### src/rtl/if_control_unit.sv
`timescale 1ns/1ps
// -----------------------------------------------------------------------------
// if_control_unit
//
// Instruction-fetch stage. Owns the PC, drives the instruction-memory address
// and registers {IC, PPCCB, PC, Valid, IR} into the IF/ID pipeline register
// consumed by decode. Branch prediction uses a direct-mapped BTB of 2-bit
// saturating counters. The BTB is built only when IF_BTB_EN is defined;
// without it the stage fetches sequentially and ignores branch updates.
//
// Ports:
//   Clk, reset               clock (rising edge), async active-high reset
//   stall, flush             hazard-unit controls (hold / squash IF/ID)
//   iRedirect, iRedirectPC   misprediction redirect from execute
//   iBPUpdate, iBPPC,
//   iBPTaken, iBPTarget      resolved-branch BTB training
//   oIMemAddr / iIMemData    instruction memory (combinational read)
//   oIC, oPPCCB, oPC,
//   oValid, oIR              IF/ID register contents
//
// Valid/ready: there is no handshake. A fetched word moves into IF/ID on any
// edge where stall is low; stall holds PC and IF/ID, flush or iRedirect
// squash IF/ID, and iRedirect takes priority over stall.
// -----------------------------------------------------------------------------
module if_control_unit #(
  parameter logic [31:0] RESET_PC    = 32'h0000_0000,
  parameter int          BTB_ENTRIES = 16,
  parameter int          IC_W        = 16
) (
  input  logic            Clk,
  input  logic            reset,
  input  logic            stall,
  input  logic            flush,
  input  logic            iRedirect,
  input  logic [31:0]     iRedirectPC,
  input  logic            iBPUpdate,
  input  logic [31:0]     iBPPC,
  input  logic            iBPTaken,
  input  logic [31:0]     iBPTarget,
  output logic [31:0]     oIMemAddr,
  input  logic [31:0]     iIMemData,
  output logic [IC_W-1:0] oIC,
  output logic [1:0]      oPPCCB,
  output logic [31:0]     oPC,
  output logic            oValid,
  output logic [31:0]     oIR
);

  localparam int IDX_W = $clog2(BTB_ENTRIES);
  localparam int TAG_W = 30 - IDX_W;

  logic [31:0]     pc_q, pc_d;
  logic [IC_W-1:0] ic_cnt_q;

  // Prediction for the word currently addressed by pc_q.
  logic            pred_taken;
  logic [1:0]      pred_ctr;
  logic [31:0]     pred_target;

`ifdef IF_BTB_EN
  logic             btb_valid_q  [BTB_ENTRIES];
  logic [TAG_W-1:0] btb_tag_q    [BTB_ENTRIES];
  logic [31:0]      btb_target_q [BTB_ENTRIES];
  logic [1:0]       btb_ctr_q    [BTB_ENTRIES];

  logic [IDX_W-1:0] lk_idx, up_idx;
  logic [TAG_W-1:0] lk_tag, up_tag;
  logic             lk_hit, up_hit;
  logic [1:0]       up_ctr_cur, up_ctr_new;

  assign lk_idx = pc_q[IDX_W+1:2];
  assign lk_tag = pc_q[31:IDX_W+2];
  assign up_idx = iBPPC[IDX_W+1:2];
  assign up_tag = iBPPC[31:IDX_W+2];

  assign lk_hit = btb_valid_q[lk_idx] && (btb_tag_q[lk_idx] == lk_tag);
  assign up_hit = btb_valid_q[up_idx] && (btb_tag_q[up_idx] == up_tag);

  // Lookup reads the registered arrays, so a same-cycle update to the same
  // entry is only visible from the next cycle on.
  always_comb begin
    pred_ctr    = lk_hit ? btb_ctr_q[lk_idx] : 2'b01;
    pred_taken  = lk_hit && btb_ctr_q[lk_idx][1];
    pred_target = btb_target_q[lk_idx];
  end

  // Saturating counter step for a hit update.
  always_comb begin
    up_ctr_cur = btb_ctr_q[up_idx];
    up_ctr_new = up_ctr_cur;
    if (iBPTaken) begin
      if (up_ctr_cur != 2'b11) up_ctr_new = up_ctr_cur + 2'd1;
    end else begin
      if (up_ctr_cur != 2'b00) up_ctr_new = up_ctr_cur - 2'd1;
    end
  end

  // Training runs regardless of stall/flush.
  always_ff @(posedge Clk or posedge reset) begin
    if (reset) begin
      for (int i = 0; i < BTB_ENTRIES; i++) begin
        btb_valid_q[i]  <= 1'b0;
        btb_tag_q[i]    <= '0;
        btb_target_q[i] <= '0;
        btb_ctr_q[i]    <= 2'b01;
      end
    end else if (iBPUpdate) begin
      if (up_hit) begin
        btb_ctr_q[up_idx] <= up_ctr_new;
        if (iBPTaken) btb_target_q[up_idx] <= iBPTarget;
      end else if (iBPTaken) begin
        // Miss + taken: allocate (or replace an aliasing entry) weakly taken.
        btb_valid_q[up_idx]  <= 1'b1;
        btb_tag_q[up_idx]    <= up_tag;
        btb_target_q[up_idx] <= iBPTarget;
        btb_ctr_q[up_idx]    <= 2'b10;
      end
    end
  end

  // Byte-offset bits of a branch PC carry no index or tag information.
  logic unused_bp_lsbs;
  assign unused_bp_lsbs = ^iBPPC[1:0];
`else
  assign pred_taken  = 1'b0;
  assign pred_ctr    = 2'b01;
  assign pred_target = '0;

  logic unused_bp_inputs;
  assign unused_bp_inputs = ^{iBPUpdate, iBPPC, iBPTaken, iBPTarget};
`endif

  // Next-PC selection: redirect, then stall, then prediction, then PC+4.
  always_comb begin
    if (iRedirect)       pc_d = iRedirectPC;
    else if (stall)      pc_d = pc_q;
    else if (pred_taken) pc_d = pred_target;
    else                 pc_d = pc_q + 32'd4;
  end

  always_ff @(posedge Clk or posedge reset) begin
    if (reset) pc_q <= RESET_PC;
    else       pc_q <= pc_d;
  end

  assign oIMemAddr = pc_q;

  // IF/ID register. A squash still captures the current fetch into the
  // side fields so they never hold stale data; only Valid/IR are cleared.
  always_ff @(posedge Clk or posedge reset) begin
    if (reset) begin
      oValid   <= 1'b0;
      oIR      <= '0;
      oPC      <= '0;
      oPPCCB   <= 2'b01;
      oIC      <= '0;
      ic_cnt_q <= '0;
    end else if (iRedirect || flush) begin
      oValid <= 1'b0;
      oIR    <= '0;
      oPC    <= pc_q;
      oPPCCB <= pred_ctr;
      oIC    <= ic_cnt_q;
    end else if (!stall) begin
      oValid   <= 1'b1;
      oIR      <= iIMemData;
      oPC      <= pc_q;
      oPPCCB   <= pred_ctr;
      oIC      <= ic_cnt_q;
      ic_cnt_q <= ic_cnt_q + 1'b1;
    end
  end

endmodule

### config.mk
export PLATFORM = sky130hd
export DESIGN_NAME = if_control_unit
export DESIGN_NICKNAME = d
export VERILOG_FILES = /design/src/rtl/if_control_unit.sv
export SDC_FILE = /design/constraint.sdc
export NUM_CORES = 1
export LEC_CHECK = 0
export CAP_MARGIN = 20
export CORE_ASPECT_RATIO = 1.75
export CORE_MARGIN = 4
export CORE_UTILIZATION = 27
export CTS_BUF_LIST = sky130_fd_sc_hd__clkbuf_4 sky130_fd_sc_hd__clkbuf_8 sky130_fd_sc_hd__clkbuf_16
export DETAILED_ROUTE_END_ITERATION = 10
export GPL_ROUTABILITY_DRIVEN = 0
export GPL_TIMING_DRIVEN = 0
export PLACE_DENSITY = 0.59
export SLEW_MARGIN = 20
export SYNTH_ARGS = -nofsm -noshare
export SYNTH_HDL_FRONTEND = slang
export SYNTH_SLANG_ARGS = --single-unit
### constraint.sdc
create_clock -name Clk -period 5.31 [get_ports Clk]
set_clock_uncertainty 0.15 [all_clocks]
set_input_delay 0.531 -clock Clk [delete_from_list [all_inputs] [get_ports Clk]]
set_output_delay 0.531 -clock Clk [all_outputs]
set_load 0.005 [all_outputs]
==> impl_metrics.ini <==
[status]
status = completed

[sta]
setup_violations = 0
min_period_ns = 2.47
rsz0062_at_grt = no
final_hold_viol_count = 0
max_slew_margin = 0.587
final-max-slew-violation-count = 0
period_share = 0.466
worst_pin_slew_ns = 0.619
holdWs_ns = 0.339
fmax_mhz = 404

[cells_and_area]
design_area_um2 = 8310
drive_above_1_share = 0.164
fin_cells = 911
area_growth_pct = 48.8
nets = 789
antenna_cells = 0

[die]
ios = 250
die-area_um2 = 23100
rows = 69
core_um2 = 20400
die_x_um = 117
initial_core_util = 0.274
die_y_um = 198

[grt]
busiest_layer = met2
grt_pass1_wl_um = 26400
use_met1 = 0.171
grtUsageMet2 = 0.257
grt_max_degree = 81
grt_pass1_vias = 4774
grt_use_met3 = 0.0321
overflow = 0
track_usage = 0.149
antenna_found_initial = 0

[logic_synthesis]
synthCells = 452
synth_warnings = 0
synth_seq_cells = 129
synth_area_leaders = dfrtp_1 (58%), mux2_2 (10%), a22o_1 (5.0%)
synth.distinct_cells = 50
yosysSeqAreaShare = 0.578
synth_async_sr_flop_share = 1.00
netlist.area_leader.share = 0.578
synth-edff-count = 0
post_synth.cell_area_avg_um2 = 12.4
syn-num-nets = 589
synthesis.area_um2 = 5590
synthFlopType = dfrtp_1
netlist.top_cell.by_area = dfrtp_1

[clock_network]
cts_max_level = 4
clk_pin_slew_ns = 0.06
cts_hold_buf = 0
clk_latency_ns = 0.42
cts_tree = built
post-cts-setup-buffers = 0
cts.sinks = 129
numCtsBuffers = 17
cts_root_buf = clkbuf_16
clockBufferDepth = 2
cts-resized-gates = 0

[route]
vias_per_cell = 4.83
drc = 0
wl_per_cell_um = 18.1
num_vias = 4400
drtIter0Drc = 160
antenna_left = 0
first_pass_iters = 4
drt_wl_total_um = 16500

[power]
cellPowerDensity_nw_per_um2 = 330
cellLeakagePower_nw = 3.47
ir_worst_vdd_mv = 0.149
power.total_mw = 2.74

[placed_design]
io_buffers = 180
dp_hpwl_um = 12300
dpl.cell_count = 881
placed_area_um2 = 7730

[worst_setup_path]
cp.arrival_ns = 2.63
timing.rr.start = oIMemAddr[2]
cp-start-kind = primary input
crit_type = in -> reg
worstPathRequired_ns = 5.46
path_max_fanout = 10
cp-end-kind = flop
worstSetupStartpoint = stall

[worst_hold_path]
hold_path_class = in -> reg
hold_start = iRedirect

[flow_run]
max_cap_violations = 0
## report_power, final
part | leakage, nW | switching [mW] | internal (mW)
clock network | 0.296 | 0.420 | 0.747
logic | 1.55 | 0.148 | 0.261
registers | 1.63 | 0.0906 | 1.08
## area by class of cell
class | count | area (µm²)
flip-flops and latches | 129 | 3230
repair buffers | 181 | 1830
fillers | 1990 | 12100
multi-input cells | 289 | 2170
clock buffers | 24 | 503
well taps | 248 | 310
clock inverters | 6 | 80.1
inverters | 4 | 20.0
plain buffers | 30 | 176
## layer usage
metal	part of all wire	wire length [µm]
met5	0	0
met3	0.048	788
met2	0.54	8880
met4	0.030	500
met1	0.38	6360
## metrics by stage
step | utilization | setup WS (ns) | setup TNS [ns]
5_1_grt | 0.408 | 2.69 | 0
2_1_floorplan | - | 1.19 | 0
4_1_cts | 0.408 | 2.76 | 0
3_3_place_gp | 0.378 | -0.534 | -66.04
6_report | 0.408 | 2.84 | 0
3_5_place_dp | 0.379 | 2.30 | 0
## Yosys cell counts, types with 2 or more instances
| library cell | n |
|---|---|
| nor4_1 | 3 |
| xor2_1 | 17 |
| a31oi_1 | 12 |
| nor3_1 | 4 |
| buf_2 | 7 |
| o31ai_1 | 8 |
| buf_4 | 4 |
| o21ai_0 | 19 |
| mux2_2 | 50 |
| ha_1 | 2 |
| dfrtp_1 | 129 |
| clkbuf_1 | 12 |
| nor2_1 | 13 |
| buf_6 | 4 |
| a22o_1 | 32 |
| o211ai_1 | 2 |
| nand4_1 | 13 |
| xnor2_1 | 12 |
| nand3_1 | 16 |
| nand2_1 | 34 |
| or4_1 | 10 |
| o31a_1 | 2 |
| and4_1 | 4 |
| nand2b_1 | 3 |
| conb_1 | 2 |
| or3_1 | 5 |
| and3_1 | 7 |
| and4b_1 | 2 |
| inv_1 | 3 |
## state kept, by name, indices dropped and copies added, names as in the netlist
signal / flops
oIMemAddr: 32
oIR: 32
oPC: 32
ic_cnt_q: 16
oIC: 16
oValid: 1
## placed cells by master (no fill, tap or decap), types with 3 or more instances in the layout
master	n
nand4_1	13
and3_1	7
a31oi_1	12
a22o_1	32
clkbuf_4	4
or3_1	5
clkdlybuf4s50_1	180
nand3_1	16
nand2_1	34
clkbuf_8	4
nor3_1	4
buf_6	4
nor4_1	3
and4_1	4
nor2_1	13
buf_2	7
xor2_1	17
dfrtp_1	129
clkbuf_1	12
clkbuf_16	17
mux2_2	50
o21ai_0	19
nand2b_1	3
xnor2_1	12
o31ai_1	8
buf_4	4
or4_1	10
clkinv_2	4
## critical path, stage by stage
cell and delay (ns):
clkdlybuf4s50_1 0.53, buf_6 0.17, nor3b_1 0.17, clkbuf_1 0.45, buf_2 0.39, mux2_2 0.38
## path summary, 6_finish.rpt
| path | slack, ns | end | depth (start not counted) |
|---|---|---|---|
| setup / recovery | 2.84 | oIC[13] | 6 |
| hold / removal | 0.34 | oIMemAddr[18] | 3 |
| setup reg to reg | 3.16 | oIMemAddr[24] | 6 |
| hold reg to reg | 0.34 | ic_cnt_q[15] | 1 |
| max in group asynchronous | 3.87 | oIMemAddr[14] | 3 |
| min in group asynchronous | 0.37 | oIR[1] | 2 |
## kinds of logic after synthesis
logic type      share of synthesized area
compound gates                     0.0986
other cells                       0.00134
simple gates                        0.135
fa+ha+maj                         0.00448
mux                                 0.103
flops                               0.578
xor+xnor                           0.0455
buf+inv                            0.0343
(Power assumes the default switching activity.)
